### src/rtl/traffic_injector.sv
// Per-node single-flit traffic source for the mesh NoC: LFSR-driven Bernoulli launches,
// four destination patterns, and a Req/Gnt handshake into the router local port.
module traffic_injector #(
    parameter int unsigned DATA_WIDTH  = 32,
    parameter int unsigned DIM         = 4,
    parameter int unsigned PID_W       = 10,
    parameter int unsigned MID_W       = 6,
    parameter int unsigned MODULE_ID   = 0,
    parameter int unsigned MESH_X      = 5,
    parameter int unsigned MESH_Y      = 5,
    parameter int unsigned X_ID        = 0,
    parameter int unsigned Y_ID        = 0,
    parameter int unsigned HOT_X       = 0,
    parameter int unsigned HOT_Y       = 0,
    parameter int unsigned MAX_PACKETS = 1023,
    parameter logic [15:0] LFSR_SEED   = 16'hACE1
) (
    input  logic                  clk,
    input  logic                  reset,
    input  logic                  Enable,
    input  logic [1:0]            Mode,
    input  logic [7:0]            RateThresh,
    input  logic                  DnStrFull,
    input  logic                  GntDnStr,
    output logic                  ReqDnStr,
    output logic [DATA_WIDTH-1:0] PacketOut,
    output logic [PID_W-1:0]      PacketCount,
    output logic [31:0]           CycleCounter,
    output logic [31:0]           StallCount,
    output logic                  Done
);

    typedef enum logic [1:0] {StIdle, StGen, StSendReq, StWaitGrant} stateE;

    localparam logic [7:0]       MeshX8 = 8'(MESH_X);
    localparam logic [7:0]       MeshY8 = 8'(MESH_Y);
    localparam logic [DIM-1:0]   SelfX  = DIM'(X_ID);
    localparam logic [DIM-1:0]   SelfY  = DIM'(Y_ID);
    localparam logic [DIM-1:0]   CompX  = DIM'(MESH_X - 1 - X_ID);
    localparam logic [DIM-1:0]   CompY  = DIM'(MESH_Y - 1 - Y_ID);
    localparam logic [DIM-1:0]   HotX   = DIM'(HOT_X);
    localparam logic [DIM-1:0]   HotY   = DIM'(HOT_Y);
    localparam logic [MID_W-1:0] ModId  = MID_W'(MODULE_ID);

    stateE                 stateQ, stateD;
    logic [15:0]           lfsrQ, lfsrD;
    logic [PID_W-1:0]      packetIdQ, packetIdD;
    logic [DIM-1:0]        xOffQ, xOffD, yOffQ, yOffD;
    logic                  reqQ, reqD;
    logic [DATA_WIDTH-1:0] packetOutQ, packetOutD;
    logic [PID_W-1:0]      packetCountQ, packetCountD;
    logic [31:0]           cycleCounterQ, cycleCounterD;
    logic [31:0]           stallCountQ, stallCountD;
    logic                  doneQ, doneD;

    logic [DIM-1:0]        dstX, dstY;
    logic signed [DIM:0]   diffX, diffY;
    logic [DIM-1:0]        xOffNew, yOffNew;
    logic                  isSelf;

    // Sign-magnitude offset: MSB set only for a strictly positive (East/North) hop count.
    function automatic logic [DIM-1:0] encodeOffset(logic signed [DIM:0] diff);
        logic [DIM:0] mag;
        mag = diff[DIM] ? 0 - diff : diff;
        return {diff > 0, (DIM-1)'(mag)};
    endfunction

    always_comb begin
        dstX = '0;
        dstY = '0;
        unique case (Mode)
            2'd0: begin
                dstX = DIM'(lfsrQ[15:8] % MeshX8);
                dstY = DIM'(lfsrQ[7:0] % MeshY8);
            end
            2'd1: begin
                dstX = SelfY;
                dstY = SelfX;
            end
            2'd2: begin
                dstX = CompX;
                dstY = CompY;
            end
            2'd3: begin
                dstX = HotX;
                dstY = HotY;
            end
            default: ;
        endcase
        diffX   = $signed({1'b0, dstX}) - $signed({1'b0, SelfX});
        diffY   = $signed({1'b0, dstY}) - $signed({1'b0, SelfY});
        xOffNew = encodeOffset(diffX);
        yOffNew = encodeOffset(diffY);
        isSelf  = (diffX == 0) && (diffY == 0);
    end

    always_comb begin
        stateD        = stateQ;
        lfsrD         = {1'b0, lfsrQ[15:1]} ^ (lfsrQ[0] ? 16'hB400 : 16'h0000);
        packetIdD     = packetIdQ;
        xOffD         = xOffQ;
        yOffD         = yOffQ;
        reqD          = reqQ;
        packetOutD    = packetOutQ;
        packetCountD  = packetCountQ;
        cycleCounterD = cycleCounterQ + 32'd1;
        stallCountD   = stallCountQ;
        doneD         = doneQ;
        unique case (stateQ)
            StIdle: begin
                if (Enable && !doneQ && (lfsrQ[7:0] < RateThresh)) begin
                    stateD = StGen;
                end
            end
            StGen: begin
                // A packet addressed to ourselves is dropped without consuming a PacketID.
                if (isSelf) begin
                    stateD = StIdle;
                end else begin
                    xOffD     = xOffNew;
                    yOffD     = yOffNew;
                    packetIdD = packetIdQ + 1'b1;
                    stateD    = StSendReq;
                end
            end
            StSendReq: begin
                if (!DnStrFull) begin
                    reqD       = 1'b1;
                    packetOutD = DATA_WIDTH'({xOffQ, yOffQ, {(2 * DIM){1'b0}}, packetIdQ, ModId});
                    stateD     = StWaitGrant;
                end else begin
                    stallCountD = stallCountQ + 32'd1;
                end
            end
            StWaitGrant: begin
                if (GntDnStr) begin
                    reqD         = 1'b0;
                    packetCountD = packetCountQ + 1'b1;
                    if (32'(packetCountQ) + 32'd1 == 32'(MAX_PACKETS)) begin
                        doneD = 1'b1;
                    end
                    stateD = StIdle;
                end
            end
            default: stateD = StIdle;
        endcase
    end

    always_ff @(posedge clk or negedge reset) begin
        if (!reset) begin
            stateQ        <= StIdle;
            lfsrQ         <= LFSR_SEED;
            packetIdQ     <= '0;
            xOffQ         <= '0;
            yOffQ         <= '0;
            reqQ          <= 1'b0;
            packetOutQ    <= '0;
            packetCountQ  <= '0;
            cycleCounterQ <= '0;
            stallCountQ   <= '0;
            doneQ         <= 1'b0;
        end else begin
            stateQ        <= stateD;
            lfsrQ         <= lfsrD;
            packetIdQ     <= packetIdD;
            xOffQ         <= xOffD;
            yOffQ         <= yOffD;
            reqQ          <= reqD;
            packetOutQ    <= packetOutD;
            packetCountQ  <= packetCountD;
            cycleCounterQ <= cycleCounterD;
            stallCountQ   <= stallCountD;
            doneQ         <= doneD;
        end
    end

    assign ReqDnStr     = reqQ;
    assign PacketOut    = packetOutQ;
    assign PacketCount  = packetCountQ;
    assign CycleCounter = cycleCounterQ;
    assign StallCount   = stallCountQ;
    assign Done         = doneQ;

endmodule

### config.mk
export PLATFORM = sky130hd
export DESIGN_NAME = traffic_injector
export DESIGN_NICKNAME = d
export VERILOG_FILES = /design/src/rtl/traffic_injector.sv
export SDC_FILE = /design/constraint.sdc
export NUM_CORES = 1
export LEC_CHECK = 0
export ABC_AREA = 1
export CORE_MARGIN = 10
export CORE_UTILIZATION = 58
export DETAILED_ROUTE_END_ITERATION = 10
export PLACE_DENSITY = 0.95
export SETUP_SLACK_MARGIN = 0.4
export SKIP_LAST_GASP = 1
export SLEW_MARGIN = 20
export SYNTH_ARGS = -nofsm -noshare
export SYNTH_HDL_FRONTEND = slang
export SYNTH_SLANG_ARGS = --single-unit
### constraint.sdc
create_clock -name clk -period 10.4 [get_ports clk]
set_clock_uncertainty 0.15 [all_clocks]
set_input_delay 2.08 -clock clk [delete_from_list [all_inputs] [get_ports clk]]
set_output_delay 2.08 -clock clk [all_outputs]
set_load 0.02 [all_outputs]
# After elaboration in Yosys (flattened, before gate mapping)
# Cells that the tools add are included.
# Widths: inputs -> output; s select.
# totals
ff_bits	130
in_bits	15
output_inout_bits	108
wordCells	62
# classes
addsub	5
div_mod_pow	2
n_lt_le_gt_ge	3
eq_ne	10
muxes	11
bitwise	3
n_reduce_logical	17
# ops
cell	n
$add 32x1->32 const B	2
$logic_not 32->1	2
$pmux 4 s3	2
$add 10x1->10 const B	2
$mod 8x3->8 const B	2
$mux 16	1
$xor 15x16->16	1
$add 10x1->11 const B	1
$eq 11x10->1 const B	1
$reduce_and 3->1	3
$eq 2x2->1 const B	4
$gt 4x1->1 const B	2
$lt 8x8->1	1
$mux 2	4
$pmux 2 s4	1
$reduce_and 2->1	4
$ne 2x2->1 const B	3
$eq 2x1->1 const B	2
$logic_not 2->1	2
$logic_and 1x1->1	3
$mux 1	2
$not 1->1	2
$pmux 1 s2	1
$reduce_bool 2->1	1
other kinds (2)	2

# Logic depth before layout (Yosys ltp)
# logic_depth
depth_word	7
depth_mapped	36
depth_no_buf	35

# Worst setup path before layout
# Ideal clock, no wire load.
# synth_timing
path_kind	input-to-reg
from	input DnStrFull
to	register stallCountQ[30] (netlist: StallCount[30])
setup_ns	0.080
arrival_time_ns	4.104
t_required_ns	10.170
slack_ns	6.066
cell_stages	13
path_buffers	0
path_cell_list	inv_1 > nor3_2 > nand2_1 > nor2_1 > nand3_1 > nor3_1 > nand4_1 > nor2_1 > nand3_1 > nor2_1 > nand2_1 > nor3_1 > xor2_1
# synth_between
elab_chain_len	1
# synth_rtl
element	line_no	rtl
start: declaration	23	input logic DnStrFull,
$reduce_and 2->1 (no line)	--	
end signal: assignment	172	stallCountQ <= stallCountD;
end: declaration	53	logic [31:0] stallCountQ, stallCountD;
# No other way between the ends.
# A chain may end at the register's enable or synchronous reset.

# Worst setup path after layout
# Same ends and word-level chain as after synthesis.

==> qor.yml <==
status: "complete, no violations"
track_usage_pct: 21.0
die_x_um: 131
drv_slew: 0
hp-class: "flop to flop"
num-fill-cells: 792
drc: 0
wire_per_inst_um: 16.5
hold_viol_final: 0
via_per_inst: 5.60
synth-async-reset-ratio_pct: 100
fmax_ghz: 0.199
worst_pin_slew_ns: 1.07
synth_edf_count: 0
cts_root_buffer: "clkbuf_16"
yosysWarnings: 0
cts_buffers: 17
synth_top_area_share_pct: 42.7
critPathCaptureType: "flop"
drt_iter0_markers: 531
crit_arrival_ns: 5.21
detail-route-antenna-nets: 0
first_pass_iters: 6
synth_commonest_cells: "nand2_1, dfrtp_1, inv_1"
die_y_um: 131
fin_crit_sh_pct: 48.2
cp_max_fo: 5
max-cap-violations: 0
num_antenna_cells: 0
ys_seq_elements: 130
post-cts-setup-buffer-count: 0
setup_viol: 0
rsz0062_at_grt: "no"
drive_above_1_share_pct: 13.4
peakVddDrop_v: 0.000112
cts_resized: 0
crit_required_ns: 10.59
ctsHtreeMaxLevel: 4
path_class: "input port to flop"
relSlewSlack_pct: 28.3
dp_hpwl_um: 12300
p_total_mw: 1.58
ys_seq_area_share_pct: 45.7
fin_crit_ns: 5.02
crit_path_start_kind: "input port"
port_buffers: 108
fin_setup_tns_ns: 0
setup_slack_ns: 5.38
power_leakage_nw: 4.53
syn-mean-instance-area_um2: 8.94
synth_top_area_cell: "dfrtp_1"
insertion_delay_ns: 0.42
fin_nets: 955
dp_slack_ns: 5.17
cts_sinks: 130
place_congestion: 0.890
grt_pass1_wl_um: 29100
synth.area.top_cells: "dfrtp_1, nand2_1, xor2_1"
cts_tree: "done"
area_growth_pct: 25.3
grt_overflow_total: 0
ys.flop_type: "dfrtp_1"
drt_wl_total_um: 17800
clockBufferDepth: 2
vias: 6052
ioPinCount: 123
path_clk_slew_ns: 0.06
num_rows: 40
die_area_um2: 17200
grt_max_degree: 82
core_um2: 12000
antenna_found_initial: 0
syn_inst: 799
cts_hold_buffers: 0
syn-cell-area_um2: 7140
whs_ns: 0.247
synth_most_common_cell: "nand2_1"
grt_pass1_vias: 6047
synth_cell_types: 47
start_util_pct: 59.5
powerDensity_nw_per_um2: 177
where the power goes:
| group | internal, mW | total [mW] | switching [mW] |
|---|---|---|---|
| Sequential | 0.565 | 0.625 | 0.0602 |
| Clock | 0.406 | 0.637 | 0.231 |
| Combinational | 0.132 | 0.322 | 0.190 |
worst paths after layout:
path | from | end | slack (ns) | cells after the start
max reg2reg | lfsrQ[13] | packetIdQ[6] | 5.85 | 30
max in group asynchronous | reset | PacketOut[6] | 7.14 | 2
max | DnStrFull | StallCount[30] | 5.38 | 14
min | lfsrQ[6] | lfsrQ[5] | 0.25 | 0
min in group asynchronous | reset | StallCount[18] | 1.52 | 1
min reg2reg | lfsrQ[6] | lfsrQ[5] | 0.25 | 0
final cells by class:
cell class	instances	area [um2]	area share, %
multi-input combinational	557	3390	37.8
sequential	130	3260	36.5
timing repair buffer	110	1090	12.2
clock buffer	18	429	4.79
inverter	104	393	4.39
clock inverter	14	203	2.26
tap	147	184	2.05
state kept, by name, summed over array words and instances, names as in the netlist, named ones only:
name and flops:
packetIdQ 10, PacketOut 18, xOffQ 4, ReqDnStr 1, StallCount 32, lfsrQ 16
PacketCount 10, yOffQ 4, Done 1, stateQ 1, CycleCounter 32
through the flow:
stage / cells / area [um2] / util [%]
after floorplan: 812 / 7190 / -
after global placement: 1048 / 8320 / 69.3
after detailed placement: 1048 / 8320 / 69.3
after CTS: 1080 / 8950 / 74.5
after global routing: 1080 / 8950 / 74.5
final: 1080 / 8950 / 74.5
placed cells by master (no fill, tap or decap), types with 11 or more instances in the layout:
cell	Yosys	routed
inv_2	12	12
xor2_1	60	60
clkbuf_16	0	17
conb_1	1	14
nand2_2	26	26
inv_1	90	90
nand3_1	85	85
ha_1	20	20
nand2_1	149	149
dfrtp_1	122	122
nand4_1	35	35
clkdlybuf4s50_1	0	107
xnor2_1	19	19
o21ai_0	20	20
nand3_2	11	11
nor2_1	42	42
kinds of logic (layout without fill, tap and decap cells):
kind of cell | Yosys count | after routing | share of synthesized area (%)
simple gates | 391 | 391 | 27.8
buf+inv | 125 | 246 | 7.60
mux | 9 | 9 | 1.42
compound gates | 44 | 44 | 4.22
fa+ha+maj | 20 | 20 | 3.50
xor+xnor | 79 | 79 | 9.69
flops | 130 | 130 | 45.7
other cells | 1 | 14 | 0.0525
worst max-delay path, stage by stage:
cell,delay [ns]
clkdlybuf4s50_1,0.49
inv_1,0.07
nor3_2,0.27
nand2_1,0.16
nor2_1,0.19
nand3_1,0.20
nor3_1,0.44
nand4_1,0.26
nor2_1,0.23
nand3_1,0.14
nor2_1,0.17
nand2_1,0.14
nor3_1,0.21
xor2_1,0.17
per-layer routing:
metal / part of all wire (%) / vias up / GRT usage, %
li1: - / 2832 / -
met1: 39 / 2949 / 23.4
met2: 52 / 237 / 38.8
met3: 7.0 / 34 / 5.08
met4: 1.7 / 0 / 6.15
met5: 0 / - / 0
(Power assumes the default switching activity.)
